===== src/rtl/uart_pkg.sv =====
// Shared types and constants for the UART receive path.
// The oversampling ratio and the vote tick positions live here so that a future transmitter can use them too.
package uart_pkg;

   typedef enum logic [2:0] {
      IDLE,
      START,
      DATA,
      STOP,
      WAIT_HIGH
   } rx_state_t;

   localparam int OVS       = 16;
   localparam int SCNT_W    = $clog2(OVS);
   localparam int DATA_BITS = 8;

   // Tick numbers within a bit at which the line is sampled; the last one is also where the vote is taken.
   localparam logic [SCNT_W-1:0] TICK_A = SCNT_W'(7);
   localparam logic [SCNT_W-1:0] TICK_B = SCNT_W'(8);
   localparam logic [SCNT_W-1:0] TICK_C = SCNT_W'(9);

endpackage


===== src/rtl/uart_baud_tick.sv =====
// Fractional rate generator: emits one-cycle ticks at a mean rate of RATE Hz
// from a CLK_HZ clock by means of a phase accumulator.
module uart_baud_tick #(
   parameter int CLK_HZ = 25_000_000,
   parameter int RATE   = 1_843_200
) (
   input  logic clk_25mhz,
   input  logic rst,
   output logic tick
);

   localparam logic [32:0] LIMIT = 33'(CLK_HZ);
   localparam logic [32:0] STEP  = 33'(RATE);

   logic [31:0] acc;
   logic [32:0] sum;
   logic [32:0] diff;

   // The extra top bit keeps the sum exact, so the compare is correct even for a full 32-bit accumulator.
   assign sum  = {1'b0, acc} + STEP;
   assign diff = sum - LIMIT;

   always_ff @(posedge clk_25mhz or posedge rst) begin
      if (rst) begin
         acc  <= '0;
         tick <= 1'b0;
      end else if (sum >= LIMIT) begin
         acc  <= diff[31:0];
         tick <= 1'b1;
      end else begin
         acc  <= sum[31:0];
         tick <= 1'b0;
      end
   end

endmodule


===== src/rtl/uart_rx_stream.sv =====
// 8N1 UART receiver: 16x oversampling with a 3-sample majority vote per bit.
// Received bytes go out through a single-entry valid/ready holding register.
module uart_rx_stream #(
   parameter int CLK_HZ = 25_000_000,
   parameter int BAUD   = 115200,
   parameter int OVS    = 16
) (
   input  logic       clk_25mhz,
   input  logic       rst,
   input  logic       rxd,
   output logic [7:0] data,
   output logic       valid,
   input  logic       ready,
   output logic       frame_err,
   output logic       overrun,
   output logic       busy
);

   import uart_pkg::*;

   logic              sync1;
   logic              rxs;
   logic              tick;
   rx_state_t         state;
   rx_state_t         state_next;
   logic [SCNT_W-1:0] scnt;
   logic [SCNT_W-1:0] scnt_inc;
   logic [3:0]        bit_cnt;
   logic [7:0]        shift;
   logic              samp_a;
   logic              samp_b;
   logic              vote;
   logic              at_a;
   logic              at_b;
   logic              at_vote;
   logic              at_wrap;
   logic              deliver;
   logic              stop_bad;

   // rxd is asynchronous; both stages reset to the idle level so that reset cannot look like a start edge.
   always_ff @(posedge clk_25mhz or posedge rst) begin
      if (rst) begin
         sync1 <= 1'b1;
         rxs   <= 1'b1;
      end else begin
         sync1 <= rxd;
         rxs   <= sync1;
      end
   end

   uart_baud_tick #(
      .CLK_HZ (CLK_HZ),
      .RATE   (BAUD * OVS)
   ) u_baud_tick (
      .clk_25mhz (clk_25mhz),
      .rst       (rst),
      .tick      (tick)
   );

   // The sample positions refer to the count that this tick produces, so the middle sample lands at the bit centre.
   assign scnt_inc = scnt + 1'b1;
   assign at_a     = tick && (scnt_inc == TICK_A);
   assign at_b     = tick && (scnt_inc == TICK_B);
   assign at_vote  = tick && (scnt_inc == TICK_C);
   assign at_wrap  = tick && (&scnt);
   assign vote     = (samp_a & samp_b) | (samp_a & rxs) | (samp_b & rxs);
   assign busy     = (state != IDLE);

   always_ff @(posedge clk_25mhz or posedge rst) begin
      if (rst) begin
         state <= IDLE;
      end else begin
         state <= state_next;
      end
   end

   always_comb begin
      state_next = state;
      deliver    = 1'b0;
      stop_bad   = 1'b0;
      case (state)
         IDLE: begin
            if (!rxs) begin
               state_next = START;
            end
         end
         START: begin
            if (at_vote && vote) begin
               state_next = IDLE;
            end else if (at_wrap) begin
               state_next = DATA;
            end
         end
         DATA: begin
            if (at_wrap && (bit_cnt == 4'(DATA_BITS))) begin
               state_next = STOP;
            end
         end
         STOP: begin
            // Return to IDLE at the vote rather than at the end of the bit, so that the next start edge is never missed.
            if (at_vote) begin
               if (vote) begin
                  deliver    = 1'b1;
                  state_next = IDLE;
               end else begin
                  stop_bad   = 1'b1;
                  state_next = WAIT_HIGH;
               end
            end
         end
         WAIT_HIGH: begin
            if (rxs) begin
               state_next = IDLE;
            end
         end
         default: state_next = IDLE;
      endcase
   end

   always_ff @(posedge clk_25mhz or posedge rst) begin
      if (rst) begin
         scnt    <= '0;
         bit_cnt <= '0;
         shift   <= '0;
         samp_a  <= 1'b1;
         samp_b  <= 1'b1;
      end else begin
         if (state == IDLE) begin
            scnt    <= '0;
            bit_cnt <= '0;
         end else if (tick) begin
            scnt <= scnt_inc;
         end
         if (at_a) begin
            samp_a <= rxs;
         end
         if (at_b) begin
            samp_b <= rxs;
         end
         if ((state == DATA) && at_vote) begin
            shift   <= {vote, shift[7:1]};
            bit_cnt <= bit_cnt + 1'b1;
         end
      end
   end

   // A byte arriving while the previous one is still unread is dropped, so data never changes under a stalled consumer.
   always_ff @(posedge clk_25mhz or posedge rst) begin
      if (rst) begin
         data      <= '0;
         valid     <= 1'b0;
         frame_err <= 1'b0;
         overrun   <= 1'b0;
      end else begin
         frame_err <= stop_bad;
         overrun   <= 1'b0;
         if (deliver) begin
            if (!valid || ready) begin
               data  <= shift;
               valid <= 1'b1;
            end else begin
               overrun <= 1'b1;
            end
         end else if (valid && ready) begin
            valid <= 1'b0;
         end
      end
   end

endmodule


===== config.mk =====
export PLATFORM = sky130hd
export DESIGN_NAME = uart_rx_stream
export DESIGN_NICKNAME = d
export VERILOG_FILES = /design/src/rtl/uart_pkg.sv /design/src/rtl/uart_baud_tick.sv /design/src/rtl/uart_rx_stream.sv
export SDC_FILE = /design/constraint.sdc
export NUM_CORES = 1
export LEC_CHECK = 0
export ABC_AREA = 1
export BUFFER_PORTS_ARGS = -buffer_cell sky130_fd_sc_hd__buf_4
export CAP_MARGIN = 20
export CORE_MARGIN = 2
export CORE_UTILIZATION = 62
export DETAILED_ROUTE_END_ITERATION = 12
export GPL_ROUTABILITY_DRIVEN = 0
export HOLD_SLACK_MARGIN = 0.02
export PLACE_DENSITY = 0.88
export SLEW_MARGIN = 0
export SYNTH_ARGS = -nofsm -noshare
export SYNTH_HDL_FRONTEND = slang
export SYNTH_SLANG_ARGS = --single-unit
export TNS_END_PERCENT = 30

===== constraint.sdc =====
create_clock -name clk_25mhz -period 3 [get_ports clk_25mhz]
set_clock_uncertainty 0.05 [all_clocks]
set_input_delay 0.6 -clock clk_25mhz [delete_from_list [all_inputs] [get_ports clk_25mhz]]
set_output_delay 0.6 -clock clk_25mhz [all_outputs]
set_load 0.03 [all_outputs]

==> results of run 1 <==
[worst max-delay path, cell delays in order, from the launching register on]
cell	delay, ns
sky130_fd_sc_hd__dfrtp_1	0.42
sky130_fd_sc_hd__ha_1	0.19
sky130_fd_sc_hd__nand2_1	0.09
sky130_fd_sc_hd__inv_2	0.07
sky130_fd_sc_hd__nand2_2	0.07
sky130_fd_sc_hd__nand2_2	0.20
sky130_fd_sc_hd__nand2_1	0.11
sky130_fd_sc_hd__nand2_1	0.07
sky130_fd_sc_hd__nand2_1	0.08
sky130_fd_sc_hd__nor2_1	0.34
sky130_fd_sc_hd__inv_1	0.12
sky130_fd_sc_hd__nand2_1	0.10
sky130_fd_sc_hd__nor2_1	0.06
sky130_fd_sc_hd__nand2_2	0.40
sky130_fd_sc_hd__o21ai_0	0.18
sky130_fd_sc_hd__inv_1	0.09
[layout make-up]
type | count | area, um^2 | share of cell area [%]
flip-flops and latches | 61 | 1530 | 35.4
clock buffers | 9 | 124 | 2.86
multi-input cells | 431 | 2020 | 46.7
repair buffers | 17 | 128 | 2.95
clock inverters | 7 | 75.1 | 1.74
well taps | 77 | 96.3 | 2.23
inverters | 93 | 349 | 8.07
[routing by layer]
layer | vias to the layer above | wire length, um
met2 | 130 | 4330
met1 | 1705 | 3540
li1 | 1862 | -
met4 | 0 | 150
met5 | - | 0
met3 | 19 | 525
[through the flow]
step	instances	worst slack, ns	hold slack, ns
4_1_cts	695	0.347	0.307
3_3_place_gp	679	0.541	0.301
3_5_place_dp	679	0.412	0.305
2_1_floorplan	594	0.844	0.295
5_1_grt	695	0.0166	0.296
6_report	695	0.296	0.313
[synth_stat cells]
cell type and n:
sky130_fd_sc_hd__a21oi_2 1, sky130_fd_sc_hd__o22ai_1 1, sky130_fd_sc_hd__mux2_2 1, sky130_fd_sc_hd__nand4_1 8
sky130_fd_sc_hd__nand2_2 7, sky130_fd_sc_hd__o21ai_0 30, sky130_fd_sc_hd__clkinv_1 1, sky130_fd_sc_hd__nor2_2 6
sky130_fd_sc_hd__nand2_1 230, sky130_fd_sc_hd__dfstp_2 4, sky130_fd_sc_hd__nor3_1 7, sky130_fd_sc_hd__nor2_1 57
sky130_fd_sc_hd__a21oi_1 4, sky130_fd_sc_hd__xnor2_1 1, sky130_fd_sc_hd__clkbuf_1 3, sky130_fd_sc_hd__ha_1 10
sky130_fd_sc_hd__a31oi_1 1, sky130_fd_sc_hd__inv_1 85, sky130_fd_sc_hd__xor2_1 17, sky130_fd_sc_hd__inv_2 7
sky130_fd_sc_hd__nand3_1 38, sky130_fd_sc_hd__nand3_2 1, sky130_fd_sc_hd__nor2_4 2, sky130_fd_sc_hd__o21a_1 1
sky130_fd_sc_hd__nand3b_1 3, sky130_fd_sc_hd__dfrtp_1 57, sky130_fd_sc_hd__o21bai_1 1, sky130_fd_sc_hd__buf_6 6
sky130_fd_sc_hd__o211ai_1 3, sky130_fd_sc_hd__a31o_2 1
[where the power goes]
group | leakage, nW | internal (mW) | switching (mW)
Clock | 0.104 | 0.387 | 0.355
Sequential | 0.764 | 0.824 | 0.00121
Combinational | 1.57 | 0.00377 | 0.0168
[how the worst max path moves through the flow]
stage,from,depth (start not counted),endpoint
after floorplan,rst,1,bit_cnt[0]
after global placement,u_baud_tick.acc[13],15,u_baud_tick.acc[25]
after detailed placement,u_baud_tick.acc[13],15,u_baud_tick.acc[25]
after CTS,u_baud_tick.acc[13],15,u_baud_tick.acc[25]
after global routing,u_baud_tick.acc[13],15,u_baud_tick.acc[25]
final,u_baud_tick.acc[13],15,u_baud_tick.acc[25]
[sequential cells by signal (all words and copies together), names as in the netlist]
signal / count
samp_b: 1
u_baud_tick.tick: 1
data: 8
u_baud_tick.acc: 26
scnt: 4
overrun: 1
bit_cnt: 4
shift: 8
valid: 1
samp_a: 1
state: 3
rxs: 1
sync1: 1
frame_err: 1
[cells by family after synthesis]
group,Yosys count,share of synthesized area [%]
AO/OA/AOI/OAI,43,5.97
flip-flops,61,38.5
multiplexers,1,0.283
AND/OR/NAND/NOR,359,37.4
adder cells (fa/ha/maj),10,3.14
buffers and inverters,102,10.8
XOR/XNOR,18,3.96
==> results.md, run 1 <==
CTS:
- The number of H-tree levels is 3.
- The number of hold-repair buffers added at the cts stage is 0.
- In this run the clock root is driven by a sky130_fd_sc_hd__clkbuf_8.
- The post-cts resize count is 0.
- Clock-pin slew was measured on the worst setup and hold paths at 0.08 ns.
- The number of clock sinks is 61.
- The latest clock arrival within the worst-skew pair is 0.35 ns.
- The setup fix buffers added after clock tree synthesis is 0.
- TritonCTS built the clock tree.
- The number of buffers created by CTS is 9.
- No sink is reached through more buffers than the 2 on the longest clock path.

Routing:
- Dividing the detail-routed wire length by the instance count gives 12.3 um.
- The first routing iteration left 241 violations.
- After detailed routing, the number of vias per cell comes to 5.35.
- The post-detailed-route DRC marker count is 0.
- The total routed wirelength is 8550 um.
- The routed layout has 3716 vias.
- The number of detailed-route iterations in the first pass is 5.
- In this run the remaining antenna-violating nets after routing total 0.

STA:
- The final number of max-transition violations is 0.
- The relative slew slack is 49.0%.
- The portion of the clock cycle consumed by the worst path in the final layout is 90.1%.
- For this run, the top clock speed supported by timing is 370 MHz.
- The setup TNS is 0 ns.
- The number of setup violations in the final report is 0.
- The minimum clock period is 2.70 ns.
- Setup repair after global routing left no endpoint under its margin.
- The number of failing hold endpoints at the final stage came to 0.
- For the pin with the worst max-slew slack, the measured transition is 0.765 ns.

Finish:
- The area growth from synthesis to layout is 8.65%.
- The area of all placed cells without fillers is 4320 um^2.
- The most common cell after layout, fill and taps aside is sky130_fd_sc_hd__nand2_1.
- The ratio of cells with drive above 1 in the final layout is 10.4%.
- The net count of the finished layout is 627.
- The count of fill cells added during filler insertion is 545.
- The library cells used most frequently in the layout, excluding fill and tap cells, are sky130_fd_sc_hd__nand2_1, sky130_fd_sc_hd__inv_1, sky130_fd_sc_hd__nor2_1, sky130_fd_sc_hd__dfrtp_1, sky130_fd_sc_hd__nand3_1.
- The number of antenna diodes in the final layout is 0.
- Cells fill 68.9% of the core in the end.

Yosys:
- The total nets after synthesis is 608.
- The gate count after technology mapping is 594.
- In this run, synthesis produced a sequential element count of 61.
- The number of distinct library cell variants in the gate-level netlist after synthesis is 30.
- The number of warnings issued by yosys is 0.
- Sequential cells were found to cover 38.5% of the synthesized design area.
- Summed over its instances, the top area cell type makes up 35.8% of the synthesized netlist area.
- After synthesis, the mean cell area works out to 6.70 um^2.
- In the post-synthesis netlist, the biggest area contributors are sky130_fd_sc_hd__dfrtp_1, sky130_fd_sc_hd__nand2_1, sky130_fd_sc_hd__inv_1, sky130_fd_sc_hd__nor2_1, sky130_fd_sc_hd__nand3_1.
- The top cell type by total area after synthesis is sky130_fd_sc_hd__dfrtp_1.
- The summed instance area of the synthesized netlist is 3980 um^2.

Place:
- The half-perimeter wire length after detailed placement is 6100 um.
- The count of buffers added on input and output ports is 15.
- Summing all placed instances gives a cell area of 4130 um^2.

GRT:
- The first global-routing pass estimated 15000 um of wire.
- The met2 usage is 46.2%.
- Entering global routing, the biggest net connects 62 pins.
- For this run, global-route usage on met3 was measured as 5.84%.
- The number of antenna violations at the first check in global routing is 0.
- The number of global-route vias before repair was 3590.
- Global routing consumed, on the met1 layer, 30.4% of the routing resources.
- The global routing stage identified its most utilized layer as met2.
- The global-route total usage across every layer is 26.0%.
- The total overflow reported by the global router is 0.

Worst setup path:
- STA classifies the critical path endpoint as a flop.
- In this run the critical register-to-register path is captured at u_baud_tick.acc[25].
- The cell depth of the worst flop-to-flop path is 15.
- For the worst setup path, the data required time is 3.24 ns.
- For the worst setup path, the data arrival time is 2.94 ns.
- The reg-to-reg critical path startpoint is u_baud_tick.acc[13].
- The largest fanout on the critical path is 26.
- The minimum setup slack among reg-to-reg paths is 0.30 ns.
- The critical path is of the flop to flop type.
- The element type at the critical path start is a flop.

Status:
- The run finished with clean final reports.

Power:
- The largest voltage drop on the vdd net is 0.352 mV.
- The total chip power is 1.59 mW.
- The analysis attributes to cell leakage a power of 2.44 nW.
- In this run the power density over the cells is 367 nW/um^2.

Worst hold path:
- The end of the worst hold path is rxs.
- The worst hold path passes through 0 cells.
- The worst hold path begins at sync1.
- The worst hold path belongs to the class flop to flop.

Die:
- From bottom edge to top edge, the die measures 84.1 um.
- The die covers 7080 um^2.
- The top-level port count is 16.
- The floorplan step set the die width to 84.1 um.
- Row generation in the floorplan step produced 29 rows.
- The starting utilization of the core area is 63.4%.
- In this run the standard cell core region covers 6280 um^2.

Job:
- The number of max-cap violations is 0.
Note: power is estimated with default switching activity, not from simulation.
==> inputs of run 2 (changes only) <==
Settings changed: GPL_TIMING_DRIVEN set to 1, SYNTH_HIERARCHICAL set to 1.
==> run 2 against run 1 <==
  * The flow now finishes with violations (DRC)
  * Clock power rose by 11%
  * First-iteration DRC count fell by 15%
  * Setup slack got worse by 0.028 ns
  * Routed wire length decreased by 2.2%
  * Power increased by 5.2%
  * Global-route usage shrank 2.3 points
  * Cell count down 4.7%
  * Sequential share of layout area decreased by 1.6 points
  * Combinational power rose by 9.7%
  * Register-to-register slack worse by 0.03 ns
  * Critical endpoint is now u_baud_tick/acc[19]
==> results.md, run 2 <==
Worst setup path:
- The worst setup path is launched from a flop.
- Traced cell by cell, the critical path runs through ha_1 -> nand2_1 -> clkinv_1 -> nand2_2 -> nand2_2 -> nand2_1 -> nand2_1 -> nand2_1 -> nor2_1 -> nor2_4 -> nand3_4 -> nor2_4 -> nand2_8 -> nand2_2 -> o21ai_2.
- The data arrival time of the worst path is 2.91 ns.
- The critical path is of the flop to flop type.
- The sort of element at the end of the critical path is a flop.
- At the worst endpoint, the required time is 3.18 ns.
- The largest fanout on the critical path is 20.
- The highest-delay cell along the critical path is sky130_fd_sc_hd__dfrtp_1.
- The most numerous cell on the critical path is sky130_fd_sc_hd__nand2_1.
- The delay of the slowest cell on the worst path is 0.47 ns.

Finish:
- In the final layout, the share of cells above drive strength 1 is 19.8%.
- The most common cell after layout, fill and taps aside is sky130_fd_sc_hd__nand2_1.
- In the final layout, the registers with the most flip-flops are u_baud_tick/acc (26), data (8), shift (8).
- The top cell types in the final layout, fill and taps aside, are sky130_fd_sc_hd__nand2_1, sky130_fd_sc_hd__inv_1, sky130_fd_sc_hd__dfrtp_1, sky130_fd_sc_hd__nand3_1, sky130_fd_sc_hd__nor2_1.
- After the last flow step, the layout net total stands at 594.
- The filler cells instantiated in the layout total 487.
- Compared with the post-synthesis result, the final layout area differs by 9.21%.
- The number of flip-flops under the largest register name is 26.
- The largest register by flop count is u_baud_tick/acc.
- The repair_antennas step left the layout with diodes totalling 0.

Worst hold path:
- The path class of the tightest hold or removal check is input port to async pin.

CTS:
- CTS saw 61 sinks.
- The clock reaches the later pin of the worst-skew pair after 0.35 ns.
- The number of buffers on the longest clock path is 2.
- The root buffer cell is sky130_fd_sc_hd__clkbuf_8.
- TritonCTS built the clock tree.
- In this run, post-CTS hold repair placed 0 buffers.
- After clock tree synthesis, the clock-pin slew on the worst setup and hold paths is 0.07 ns.
- The clock tree synthesis step divided the H-tree into 3 levels.
- Buffers inserted during clock tree synthesis total 9.

Yosys:
- The summed instance area of the synthesized netlist is 4140 um^2.
- The primary flip-flop cell chosen by synthesis mapping is sky130_fd_sc_hd__dfrtp_1.
- The gate count after technology mapping is 559.
- After synthesis, the share of flip-flops with an asynchronous set or reset is 100%.
- The Yosys step of the flow raised 6 warnings.
- Of the synthesized area, sequential elements account for 37.0%.
- The count of state elements after synthesis is 61.
- The portion of synthesized cell area occupied by the leading cell type is 34.4%.
- Each instance of the synthesized netlist takes up on average 7.41 um^2.
- The top cell type by total area after synthesis is sky130_fd_sc_hd__dfrtp_1.
- The total nets after synthesis is 573.
- Yosys mapped a number of flops with a built-in enable equal to 0.
- After synthesis, the most frequently instantiated cells are sky130_fd_sc_hd__nand2_1, sky130_fd_sc_hd__inv_1, sky130_fd_sc_hd__dfrtp_1.
- Yosys attributes the largest share of cell area to sky130_fd_sc_hd__dfrtp_1, sky130_fd_sc_hd__nand2_1, sky130_fd_sc_hd__inv_1, sky130_fd_sc_hd__nand3_1, sky130_fd_sc_hd__o21ai_2.
- In this run, distinct cell masters in the synthesized netlist total 33.
- The most frequent cell after synthesis is sky130_fd_sc_hd__nand2_1.

Job:
- The tool flagged a number of max-cap violations equal to 0.

Place:
- The half-perimeter wire length after detailed placement is 6140 um.
- The count of buffers inserted at the top-level ports is 15.
- The worst-case setup slack after placement is 0.238 ns.

STA:
- The final critical path takes up 91.0% of the cycle.
- The setup TNS is 0 ns.
- The final number of max-transition violations is 0.
- The peak clock frequency supported by timing is 366 MHz.
- Setup repair after global routing left no endpoint under its margin.
- The number of failing hold endpoints at the final stage is 0.
- The minimum clock period is 2.73 ns.
- The actual transition at the worst max-transition pin is 0.425 ns.
- Setup violations remaining at the end of the flow were counted as 0.
- In this run the tightest slew margin relative to its limit is 71.7%.
- The least setup slack across all paths after layout is 0.269 ns.

Routing:
- The initial DRC count is 204.
- Summed over all layers, the routed wires come to 8360 um.
- The number of detailed-route iterations in the first pass is 8.
- Dividing the detail-routed wire length by the instance count gives 12.6 um.
- The via-per-instance ratio is 5.37.
- Across all layers, the routed design uses 3558 vias.
- The detail route stage leaves a number of antenna-violating nets equal to 0.
- For this run, design rule violations remaining after detail routing come to 1.

GRT:
- The number of global-route vias before repair is 3323.
- The pin count of the biggest net entering global routing is 42.
- The number of antenna violations at the first check in global routing is 0.
- The wire length of the first global-routing pass is 14200 um.
- The global-route total usage across every layer is 23.7%.
- The total overflow reported by the global router is 0.

Power:
- The power density over the cells is 369 nW/um^2.
- In this run the static leakage power is 2.31 nW.
- The total chip power is 1.67 mW.
- The worst-case IR drop observed on VDD is 0.317 mV.

Status:
- The flow ran to the end, but the final reports show violations.
- The final reports fail on DRC.

Die:
- The initialized floorplan defines 29 standard-cell rows.
- The floorplan step set the die width to 85.7 um.
- The core outline area is 6420 um^2.
- The die covers 7350 um^2.
- During I/O placement, the number of pins put on the boundary was 16.
- The die outline height is 85.7 um.
- For this configuration, the core starts out at a cell density of 64.5%.
-- run 2: final cells by class --
type | instances | area, um^2 | area share (%)
Clock inverter | 7 | 98.8 | 2.18
Clock buffer | 9 | 124 | 2.74
Sequential cell | 61 | 1530 | 33.8
Tap cell | 77 | 96.3 | 2.13
Inverter | 83 | 312 | 6.89
Multi-Input combinational cell | 408 | 2230 | 49.4
Timing Repair Buffer | 17 | 128 | 2.82
-- run 2: where the power goes --
part / switching [mW] / total [mW] / internal [mW] / leakage [nW]
logic: 0.0175 / 0.0226 / 0.00502 / 1.44
registers: 0.000929 / 0.825 / 0.824 / 0.764
clock network: 0.352 / 0.823 / 0.471 / 0.110
total: 0.370 / 1.67 / 1.30 / 2.31
-- run 2: cell families (layout without fill, tap and decap cells) --
| logic type | after synthesis | after routing | synth area share (%) |
|---|---|---|---|
| compound gates | 54 | 54 | 8.88 |
| buf+inv | 91 | 116 | 9.79 |
| flops | 61 | 61 | 37.0 |
| simple gates | 322 | 323 | 36.9 |
| fa+ha+maj | 10 | 10 | 3.02 |
| xor+xnor | 21 | 21 | 4.44 |
-- run 2: worst max-delay path, delay by kind of cell (launching register included) --
kind	cells	cell delay, ns
simple gates	12	1.69
buf+inv	1	0.10
fa+ha+maj	1	0.25
flops	1	0.47
compound gates	1	0.05
-- run 2: worst paths after layout --
path                                startpoint             endpoint  slack (ns)  cells past startpoint
setup / recovery           u_baud_tick/acc[13]  u_baud_tick/acc[19]        0.27                     15
hold / removal                             rst  u_baud_tick/acc[20]        0.29                      3
setup reg to reg           u_baud_tick/acc[13]  u_baud_tick/acc[19]        0.27                     15
hold reg to reg                          sync1                  rxs        0.29                      0
max in group asynchronous                  rst                sync1        2.26                      3
min in group clk_25mhz                   sync1                  rxs        0.29                      0
-- run 2: timing repair --
item,4_1_cts,5_1_grt
setup endpoints to repair,0,24
resized for setup,0,2
setup buffers,0,0
-- run 2: routing by layer --
metal	vias up	track usage [%]	part of all wire (%)
met3	10	5.68	5.1
met5	-	0	0
li1	1817	-	-
met4	0	8.66	1.2
met2	97	40.0	50
met1	1634	29.7	44
-- run 2: per-stage QoR --
stage	hold slack (ns)	cells	instance area, um^2	util, %
after global placement	0.298	645	4270	66.5
after floorplan	0.295	559	4140	-
final	0.286	662	4520	70.4
after global routing	0.298	662	4520	70.4
after detailed placement	0.298	645	4270	66.5
after CTS	0.281	661	4500	70.0
==> inputs of run 3 (changes only) <==
Settings changed: PLACE_DENSITY 0.88 to 0.79.
==> run 3 against run 2 <==
  * The run still ends with DRC left
  * Utilization decreased by 0.68 points
  * Flip-flop and latch count unchanged
  * Clock-buffer cell count unchanged
  * Worst hold slack got worse by 0.029 ns
  * Sequential power about the same
  * Clock power decreased by 9.8%
  * First-iteration DRC count increased by 14%
  * Design area decreased by 0.97%
  * Maximum frequency decreased by 0.34%
  * Critical path type unchanged
==> results.md, run 3 (synthesis gave the netlist of run 2 again) <==
STA:
- The peak clock frequency supported by timing is 365 MHz.
- For the pin with the worst max-slew slack, the measured transition is 0.590 ns.
- Summed over all failing endpoints, the final setup total negative slack is 0 ns.
- The number of failing hold endpoints at the final stage is 0.
- The final number of max-transition violations is 0.
- The relative slew slack is 60.6%.
- The worst path in the final design needs a cycle of 2.74 ns, including I/O delays and setup.
- Setup violations remaining at the end of the flow were counted as 0.
- Setup repair after global routing left no endpoint under its margin.
- After layout, the worst path uses 91.4% of the clock period.
- The worst hold slack after final layout is 0.257 ns.

Finish:
- In the final layout, the registers with the most flip-flops are u_baud_tick/acc (26), data (8), shift (8).
- The most common cell after layout, fill and taps aside is sky130_fd_sc_hd__nand2_1.
- The repair_antennas step left the layout with diodes totalling 0.
- The count of fill cells added during filler insertion is 522.
- The register cell area after layout is 1530 um^2.
- The area of all placed cells without fillers is 4480 um^2.
- Compared with the post-synthesis result, the final layout area differs by 8.15%.
- The largest register by flop count is u_baud_tick/acc.
- The number of flip-flops under the largest register name is 26.
- In the layout the commonest cells are sky130_fd_sc_hd__nand2_1, sky130_fd_sc_hd__inv_1, sky130_fd_sc_hd__dfrtp_1, sky130_fd_sc_hd__nand3_1, sky130_fd_sc_hd__nor2_1.
- The net total in the final layout is 593.
- In the final layout, the share of cells above drive strength 1 is 19.7%.
- The multi-input logic area is 2210 um^2.

Worst setup path:
- STA classifies the critical path endpoint as a flop.
- The delay of the slowest cell on the worst path is 0.46 ns.
- Together, buffers and inverters on the worst path number 1.
- The highest-delay cell along the critical path is sky130_fd_sc_hd__dfrtp_1.
- Along the worst path, the maximum fanout reaches 41.
- Counting stages on the worst path, the most repeated cell is sky130_fd_sc_hd__nand2_1.
- The worst setup path is launched from a flop.
- The type of the worst setup path is flop to flop.
- Walking the worst path, the cells encountered are ha_1 -> nand2_1 -> clkinv_1 -> nand2_2 -> nand2_2 -> nand2_1 -> nand2_1 -> nand2_1 -> nor2_1 -> nor2_4 -> nand3_4 -> nor2_4 -> nand2_8 -> nand2_1 -> o21ai_2.
- Data on the critical path arrives at its endpoint at 2.93 ns.
- The data required time of the critical path is 3.19 ns.
- The top cell family by delay on the critical path is simple AND/OR/NAND/NOR gates.

Worst hold path:
- The class of the tightest hold or removal check is input port to async pin.

Routing:
- The routed design has 8030 um of wire.
- The routed via count is 3475.
- The via-per-instance ratio is 5.26.
- The post-detailed-route DRC marker count is 2.
- The detail route stage leaves a number of antenna-violating nets equal to 0.
- For this block, the initial DRC count from the detailed router was 233.
- Dividing the detail-routed wire length by the instance count gives 12.1 um.
- The number of detailed-route iterations in the first pass is 12.

Power:
- The power density over the cells is 355 nW/um^2.
- The largest voltage drop on the vdd net is 0.313 mV.
- The leakage component of the power is 2.29 nW.

CTS:
- The number of buffers on the longest clock path is 2.
- The clock tree from TritonCTS is yes.
- The post-cts resize count is 0.
- The setup fix buffers added after clock tree synthesis is 0.
- The number of buffers created by CTS is 9.
- The latest clock arrival within the worst-skew pair is 0.36 ns.
- The root buffer cell chosen for the clock tree is sky130_fd_sc_hd__clkbuf_8.
- The number of H-tree levels is 3.
- The number of hold-repair buffers added at the cts stage is 0.
- The number of clock sinks is 61.
- After clock tree synthesis, the clock-pin slew on the worst setup and hold paths is 0.08 ns.

GRT:
- The number of global-route vias before repair is 3269.
- The pin count of the biggest net entering global routing is 42.
- The number of antenna violations at the first check in global routing is 0.
- The first global-routing pass estimated 14100 um of wire.
- The global-route total usage across every layer is 23.8%.
- The total overflow reported by the global router is 0.

Job:
- The number of max-cap violations is 0.

Die:
- The die outline height is 85.7 um.
- Pin placement for this block handled 16 I/O pins.
- The floorplan step set the die width to 85.7 um.
- The number of cell rows is 29.
- The die outline area is 7350 um^2.
- The floorplan step defined a core boundary enclosing 6420 um^2.
- The starting utilization of the core area is 64.5%.

Place:
- After detailed placement, the total cell area comes to 4270 um^2.
- The count of buffers inserted at the top-level ports is 15.
- After legalization and detailed placement, the total HPWL measured 5990 um.

Status:
- The checks that failed: DRC.
- The flow ran to the end, but the final reports show violations.
run 3: changes by cell type in the layout (fill, tap and decap cells not counted):
cell | before | now
sky130_fd_sc_hd__clkinvlp_4 | 1 | 3
sky130_fd_sc_hd__bufinv_16 | 2 | 1
sky130_fd_sc_hd__nand2_8 | 2 | 1
sky130_fd_sc_hd__clkinv_4 | 2 | 1
run 3: layout make-up:
type,count,share of cell area (%)
inverters,83,6.95
clock inverters,7,1.68
flip-flops and latches,61,34.2
clock buffers,9,2.76
repair buffers,17,2.85
well taps,77,2.15
multi-input cells,407,49.4
run 3: worst paths after layout:
check / startpoint / endpoint / slack [ns] / depth (start not counted)
setup / recovery: u_baud_tick/acc[13] / u_baud_tick/acc[18] / 0.26 / 15
setup reg to reg: u_baud_tick/acc[13] / u_baud_tick/acc[18] / 0.26 / 15
hold / removal: rst / u_baud_tick/acc[31] / 0.26 / 2
hold reg to reg: sync1 / rxs / 0.31 / 0
max in group asynchronous: rst / u_baud_tick/acc[16] / 2.02 / 3
min in group clk_25mhz: rxd / sync1 / 0.30 / 1
run 3: worst reg2reg max path, cell delays in order (launching register included):
cell and delay, ns:
sky130_fd_sc_hd__dfrtp_1 0.46, sky130_fd_sc_hd__ha_1 0.25, sky130_fd_sc_hd__nand2_1 0.09, sky130_fd_sc_hd__clkinv_1 0.09
sky130_fd_sc_hd__nand2_2 0.14, sky130_fd_sc_hd__nand2_2 0.20, sky130_fd_sc_hd__nand2_1 0.13, sky130_fd_sc_hd__nand2_1 0.05
sky130_fd_sc_hd__nand2_1 0.17, sky130_fd_sc_hd__nor2_1 0.14, sky130_fd_sc_hd__nor2_4 0.17, sky130_fd_sc_hd__nand3_4 0.11
sky130_fd_sc_hd__nor2_4 0.14, sky130_fd_sc_hd__nand2_8 0.20, sky130_fd_sc_hd__nand2_1 0.17, sky130_fd_sc_hd__o21ai_2 0.06
run 3: through the flow:
step	worst slack [ns]	std cells	total power, mW	utilization [%]
after floorplan	0.758	559	0.854	-
after global placement	0.372	645	0.865	66.5
after detailed placement	0.203	645	0.865	66.5
after CTS	0.177	661	1.60	69.6
after global routing	0.00646	661	1.63	69.8
final	0.259	661	1.59	69.8
run 3: power breakdown:
part           internal (mW)  total, mW  leakage (nW)  switching, mW
registers              0.825      0.826         0.764        0.00106
logic                0.00497     0.0221          1.43         0.0171
clock network          0.385      0.742        0.0918          0.357
total                   1.21       1.59          2.29          0.375
run 3: layer usage:
layer	routed length, um	track usage (%)	vias up	share of wire, %
li1	-	-	1802	-
met1	3730	30.5	1597	46
met2	3870	40.1	64	48
met3	316	3.85	12	3.9
met4	110	9.96	0	1.4
met5	0	0	-	0
